`config.mk`:
```
export PLATFORM = sky130hd
export DESIGN_NAME = date_time_setter
export DESIGN_NICKNAME = d
export VERILOG_FILES = /design/src/rtl/date_time_setter.sv
export SDC_FILE = /design/constraint.sdc
export NUM_CORES = 1
export LEC_CHECK = 0
export BUFFER_PORTS_ARGS = -buffer_cell sky130_fd_sc_hd__buf_4
export CAP_MARGIN = 20
export CORE_AREA = 3 3 106 108
export DETAILED_ROUTE_END_ITERATION = 16
export DIE_AREA = 0 0 109 111
export PLACE_DENSITY = 0.77
export SYNTH_ARGS = -nofsm -noshare
export SYNTH_HDL_FRONTEND = slang
export SYNTH_SLANG_ARGS = --single-unit
```
`constraint.sdc`:
```
create_clock -name clk -period 3.6 [get_ports clk]
set_input_delay 0.36 -clock clk [delete_from_list [all_inputs] [get_ports clk]]
set_output_delay 0.36 -clock clk [all_outputs]
set_load 0.005 [all_outputs]
```
`src/rtl/date_time_setter.sv`:
```
`default_nettype none
// +--------------------------------------------------------------------------+
// | date_time_setter: button-driven year/month/day/hour/minute editor that    |
// | snapshots the running clock and commits edits with a one-cycle load.      |
// | Rev 1.0                                                                   |
// +--------------------------------------------------------------------------+
module date_time_setter #(
   parameter int SYNC_STAGES    = 2,
   parameter int TIMEOUT_CYCLES = 50_000_000,
   parameter int TO_W           = 26
) (
   input  logic       clk,
   input  logic       rst,
   input  logic       btn_mode,
   input  logic       btn_up,
   input  logic       btn_down,
   input  logic [5:0] cur_min,
   input  logic [5:0] cur_hour,
   input  logic [5:0] cur_day,
   input  logic [5:0] cur_mon,
   input  logic [6:0] cur_year,
   output logic       set_active,
   output logic [2:0] field_sel,
   output logic       load,
   output logic [5:0] set_sec,
   output logic [5:0] set_min,
   output logic [5:0] set_hour,
   output logic [5:0] set_day,
   output logic [5:0] set_mon,
   output logic [6:0] set_year
);

   typedef enum logic [2:0] {
      IDLE   = 3'd0,
      S_YEAR = 3'd1,
      S_MON  = 3'd2,
      S_DAY  = 3'd3,
      S_HOUR = 3'd4,
      S_MIN  = 3'd5,
      COMMIT = 3'd6
   } state_t;

   localparam logic [TO_W-1:0] TO_LAST = TO_W'(TIMEOUT_CYCLES - 1);

   function automatic logic [5:0] days_in_month(input logic [5:0] mon, input logic leap);
      case (mon)
         6'd2:                    days_in_month = leap ? 6'd29 : 6'd28;
         6'd4, 6'd6, 6'd9, 6'd11: days_in_month = 6'd30;
         default:                 days_in_month = 6'd31;
      endcase
   endfunction

   state_t          state;
   logic [TO_W-1:0] to_cnt;

   // Button synchronizers; bit 2 = mode, bit 1 = up, bit 0 = down
   logic [2:0] sync_q [SYNC_STAGES];
   logic [2:0] prev_q;
   logic [2:0] ev_q;

   always_ff @(posedge clk or posedge rst) begin
      if (rst) begin
         for (int s = 0; s < SYNC_STAGES; s++) sync_q[s] <= 3'b000;
         prev_q <= 3'b000;
         ev_q   <= 3'b000;
      end else begin
         sync_q[0] <= {btn_mode, btn_up, btn_down};
         for (int s = 1; s < SYNC_STAGES; s++) sync_q[s] <= sync_q[s-1];
         prev_q <= sync_q[SYNC_STAGES-1];
         ev_q   <= sync_q[SYNC_STAGES-1] & ~prev_q;
      end
   end

   logic ev_mode, ev_up, ev_down, any_ev, step_up, step_dn, step;
   assign ev_mode = ev_q[2];
   assign ev_up   = ev_q[1];
   assign ev_down = ev_q[0];
   assign any_ev  = |ev_q;
   assign step_up = ev_up & ~ev_down;
   assign step_dn = ev_down & ~ev_up;
   assign step    = step_up | step_dn;

   assign set_sec = 6'd0;

   logic [6:0] year_step, snap_year;
   logic [5:0] mon_step, day_step, hour_step, min_step;
   logic [5:0] dim_cur, dim_ys, dim_ms;
   logic [5:0] snap_mon, snap_dim, snap_day, snap_hour, snap_min;

   always_comb begin
      if (step_up) begin
         year_step = (set_year >= 7'd99) ? 7'd0 : set_year + 7'd1;
         mon_step  = (set_mon  >= 6'd12) ? 6'd1 : set_mon  + 6'd1;
         hour_step = (set_hour >= 6'd23) ? 6'd0 : set_hour + 6'd1;
         min_step  = (set_min  >= 6'd59) ? 6'd0 : set_min  + 6'd1;
      end else begin
         year_step = (set_year == 7'd0) ? 7'd99 : set_year - 7'd1;
         mon_step  = (set_mon  <= 6'd1) ? 6'd12 : set_mon  - 6'd1;
         hour_step = (set_hour == 6'd0) ? 6'd23 : set_hour - 6'd1;
         min_step  = (set_min  == 6'd0) ? 6'd59 : set_min  - 6'd1;
      end

      dim_cur = days_in_month(set_mon, set_year[1:0] == 2'b00);
      if (step_up) day_step = (set_day >= dim_cur) ? 6'd1 : set_day + 6'd1;
      else         day_step = (set_day <= 6'd1) ? dim_cur : set_day - 6'd1;

      // Month-length after a year or month step, used to clamp the day
      dim_ys = days_in_month(set_mon, year_step[1:0] == 2'b00);
      dim_ms = days_in_month(mon_step, set_year[1:0] == 2'b00);

      snap_year = (cur_year > 7'd99) ? 7'd99 : cur_year;
      snap_mon  = (cur_mon == 6'd0) ? 6'd1 : ((cur_mon > 6'd12) ? 6'd12 : cur_mon);
      snap_dim  = days_in_month(snap_mon, snap_year[1:0] == 2'b00);
      snap_day  = (cur_day == 6'd0) ? 6'd1 : ((cur_day > snap_dim) ? snap_dim : cur_day);
      snap_hour = (cur_hour > 6'd23) ? 6'd23 : cur_hour;
      snap_min  = (cur_min  > 6'd59) ? 6'd59 : cur_min;
   end

   always_ff @(posedge clk or posedge rst) begin
      if (rst) begin
         state      <= IDLE;
         set_active <= 1'b0;
         field_sel  <= 3'd0;
         load       <= 1'b0;
         to_cnt     <= '0;
         set_min    <= 6'd0;
         set_hour   <= 6'd0;
         set_day    <= 6'd1;
         set_mon    <= 6'd1;
         set_year   <= 7'd0;
      end else begin
         load <= 1'b0;
         case (state)
            IDLE: begin
               to_cnt <= '0;
               if (ev_mode) begin
                  set_year   <= snap_year;
                  set_mon    <= snap_mon;
                  set_day    <= snap_day;
                  set_hour   <= snap_hour;
                  set_min    <= snap_min;
                  state      <= S_YEAR;
                  set_active <= 1'b1;
                  field_sel  <= 3'd1;
               end
            end
            S_YEAR, S_MON, S_DAY, S_HOUR, S_MIN: begin
               if (any_ev) to_cnt <= '0;
               else        to_cnt <= to_cnt + TO_W'(1);

               if (ev_mode) begin
                  if (state == S_MIN) begin
                     state     <= COMMIT;
                     load      <= 1'b1;
                     field_sel <= 3'd0;
                  end else begin
                     state     <= state_t'(state + 3'd1);
                     field_sel <= field_sel + 3'd1;
                  end
               end else if (!any_ev && to_cnt == TO_LAST) begin
                  // Abandoned edit: drop back without committing
                  state      <= IDLE;
                  set_active <= 1'b0;
                  field_sel  <= 3'd0;
                  to_cnt     <= '0;
               end else if (step) begin
                  case (state)
                     S_YEAR: begin
                        set_year <= year_step;
                        if (set_day > dim_ys) set_day <= dim_ys;
                     end
                     S_MON: begin
                        set_mon <= mon_step;
                        if (set_day > dim_ms) set_day <= dim_ms;
                     end
                     S_DAY:   set_day  <= day_step;
                     S_HOUR:  set_hour <= hour_step;
                     S_MIN:   set_min  <= min_step;
                     default: ;
                  endcase
               end
            end
            COMMIT: begin
               state      <= IDLE;
               set_active <= 1'b0;
               field_sel  <= 3'd0;
               to_cnt     <= '0;
            end
            default: begin
               state      <= IDLE;
               set_active <= 1'b0;
               field_sel  <= 3'd0;
               to_cnt     <= '0;
            end
         endcase
      end
   end

endmodule
`default_nettype wire

```
==> results.sh <==
export IMPL_cp_end_kind="flop"
export IMPL_min_from="btn_up"
export IMPL_startpoint_type="flop"
export IMPL_nNetsFinal=821
export IMPL_crit_family="compound AO/OA/AOI/OAI gates"
export IMPL_vias=5536
export IMPL_port_buffers=71
export IMPL_min_path_cells=1
export IMPL_synthFlopType="dfrtp_1"
export IMPL_holdWs_ps=95.0
export IMPL_synth_edf_count=0
export IMPL_cts_buffer_depth=2
export IMPL_required_ps=3900
export IMPL_cp_slowest_cell="dfstp_2"
export IMPL_synth_top_area_share_pct=32.3
export IMPL_tns_ps=0
export IMPL_drtIter0Drc=483
export IMPL_power_per_cell_area_mw_per_mm2=821
export IMPL_start_util_pct=56.4
export IMPL_grt_overflow=0
export IMPL_via_per_inst=6.19
export IMPL_max_slew_worst_pin_slew_ps=772
export IMPL_final_antenna_net_count=0
export IMPL_cts_buffers=9
export IMPL_reg2reg_slack_ps=190
export IMPL_yosysSeqAreaShare_pct=33.2
export IMPL_ys_ff_latch=77
export IMPL_maxSlewHeadroom_pct=48.5
export IMPL_cts_root_buffer="clkbuf_8"
export IMPL_die_x_um=109
export IMPL_fp_row_count=37
export IMPL_max_stage_delay_ps=610
export IMPL_cp_num_buf_inv=2
export IMPL_dp_hpwl_mm=11.0
export IMPL_ir_worst_vdd_mv=0.480
export IMPL_n_antenna_cell=0
export IMPL_r2r_start="set_mon[0]"
export IMPL_synth_most_common_cell="dfrtp_1"
export IMPL_min_to="sync_q[4]"
export IMPL_yosysUniqueCellTypes=80
export IMPL_worst_r2r_cell_count=13
export IMPL_h_tree_depth=3
export IMPL_synthTopCellsByCount="dfrtp_1, nor2_1, nand2_1, a21oi_1, inv_1"
export IMPL_hold_class="in -> reg"
export IMPL_timing_final_setup_violations=0
export IMPL_gp_congestion=0.928
export IMPL_worstSetupPathType="reg -> reg"
export IMPL_grt_max_degree=46
export IMPL_max_freq_mhz=293
export IMPL_timing_final_crit_share_pct=94.8
export IMPL_syn_inst=684
export IMPL_core_area_mm2=0.0103
export IMPL_post_drt_wl_per_cell_um=17.0
export IMPL_grt_antenna_before_repair=0
export IMPL_grt_pass1_vias=5191
export IMPL_async_reset_ff_share_pct=100
export IMPL_routed_wl_mm=15.2
export IMPL_layout_drive_gt1_share_pct=19.8
export IMPL_synth_top_cell_by_area="dfrtp_1"
export IMPL_synth_warnings=0
export IMPL_clk_pin_slew_worst_paths_ps=90
export IMPL_cp_cell_sequence="inv_1 -> buf_4 -> ha_1 -> nand2b_1 -> o221ai_1 -> and2_1 -> ha_1 -> nand2b_1 -> a211o_1 -> a31o_2 -> a2111oi_0 -> o32ai_1 -> mux2i_1"
export IMPL_power_uw=5600
export IMPL_maxCapViolCount=0
export IMPL_hold_violations=0
export IMPL_p_leak_uw=0.00293
export IMPL_clock_latency_ps=360
export IMPL_critPathMaxFanout=8
export IMPL_grtUsageTotal_pct=25.3
export IMPL_synthToLayoutAreaGrowth_pct=17.2
export IMPL_fin_skew_ps=13.4
export IMPL_cts_sinks=77
export IMPL_fin_crit_ps=3410
export IMPL_cts_tree="built"
export IMPL_final_max_slew_viol_count=0
export IMPL_finish_utilization_pct=66.1
export IMPL_drt_pass1_iter_count=5
export IMPL_reg2reg_to="set_day[3]"
export IMPL_synth_area_per_cell_um2=8.51
export IMPL_hold_buffers=0
export IMPL_dieHeight_um=111
export IMPL_dieArea_mm2=0.0121
export IMPL_drcViolationCount=0
export IMPL_run_status="finished clean"
export IMPL_synth_area_leaders="dfrtp_1, ha_1, nor2_1, a21oi_1, nand2_1"
export IMPL_grt_pass1_wl_mm=25.3
export IMPL_io_pins=78
export IMPL_crit_arrival_ps=3710
export IMPL_netlist_area_mm2=0.00582
## power breakdown
group | switching (uW) | total, uW | internal [uW]
sequential | 432 | 1520 | 1080
combinational | 1800 | 3260 | 1470
clock | 354 | 823 | 469
total | 2580 | 5600 | 3020
## cell families (layout without fill, tap and decap cells)
group / count (synthesis) / count (layout) / synth area share [%]
AOI/OAI and AO/OA: 191 / 191 / 22.9
xor gates and xnor gates: 33 / 33 / 4.97
adders and majority gates: 32 / 32 / 6.88
buffers and inverters: 79 / 148 / 5.72
DFF: 77 / 77 / 33.2
muxes: 21 / 21 / 4.24
other: 1 / 6 / 0.0645
and+or+nand+nor: 250 / 250 / 22.1
## area by class of cell
cell class	count	area (um2)
tap	136	170
clock inverter	6	116
timing repair buffer	96	721
multi-input combinational	533	3620
fill	857	3500
inverter	36	135
sequential	77	1930
clock buffer	10	128
## state kept, by name (all words and copies together) (netlist names)
register and cells:
ev_q 3, sync_q 6, prev_q 3, set_hour 6
to_cnt 26, set_min 6, set_mon 6, set_day 6
state 3, set_active 1, set_year 7, field_sel 3
load 1
## cell usage in the layout (no fill, tap or decap), drive strengths merged, types with 12 or more instances in the layout
master,count
xnor2,16
a31oi,12
nor3,22
nand2,56
dfrtp,75
mux2,14
nor2,61
inv,38
xor2,17
buf,96
nand3,32
ha,32
o21ai,31
a21oi,42
## metal layers
metal,track usage (%),up-vias,part of all wire [%]
met1,34.8,2676,44
met3,3.26,21,5.7
li1,-,2643,-
met2,41.6,196,49
met4,6.73,0,1.2
met5,0,-,0
## stage by stage
step / area, um2 / instances / worst slack, ps
after floorplan: 5840 / 689 / 273
after global placement: 6520 / 876 / 147
after detailed placement: 6520 / 876 / 81.0
after CTS: 6760 / 892 / 55.0
after global routing: 6820 / 894 / -7.34
final: 6820 / 894 / 188
## how the worst max path moves through the flow
stage               start          to  slack, ps  cells after the start
2_1_floorplan  set_mon[0]  set_day[2]        270                     14
3_3_place_gp   set_mon[0]  set_day[4]        150                     14
3_5_place_dp   set_mon[0]  set_day[4]         80                     14
4_1_cts        set_mon[0]  set_day[4]         50                     14
5_1_grt        set_mon[0]  set_day[5]         -7                     16
6_report       set_mon[0]  set_day[3]        190                     13
## timing repair
| action | in CTS | in global routing |
|---|---|---|
| buffers inserted | 0 | 2 |
| resized for setup | 0 | 9 |
| setup endpoints to repair | 0 | 6 |
Power figures use the tool's default switching activity.
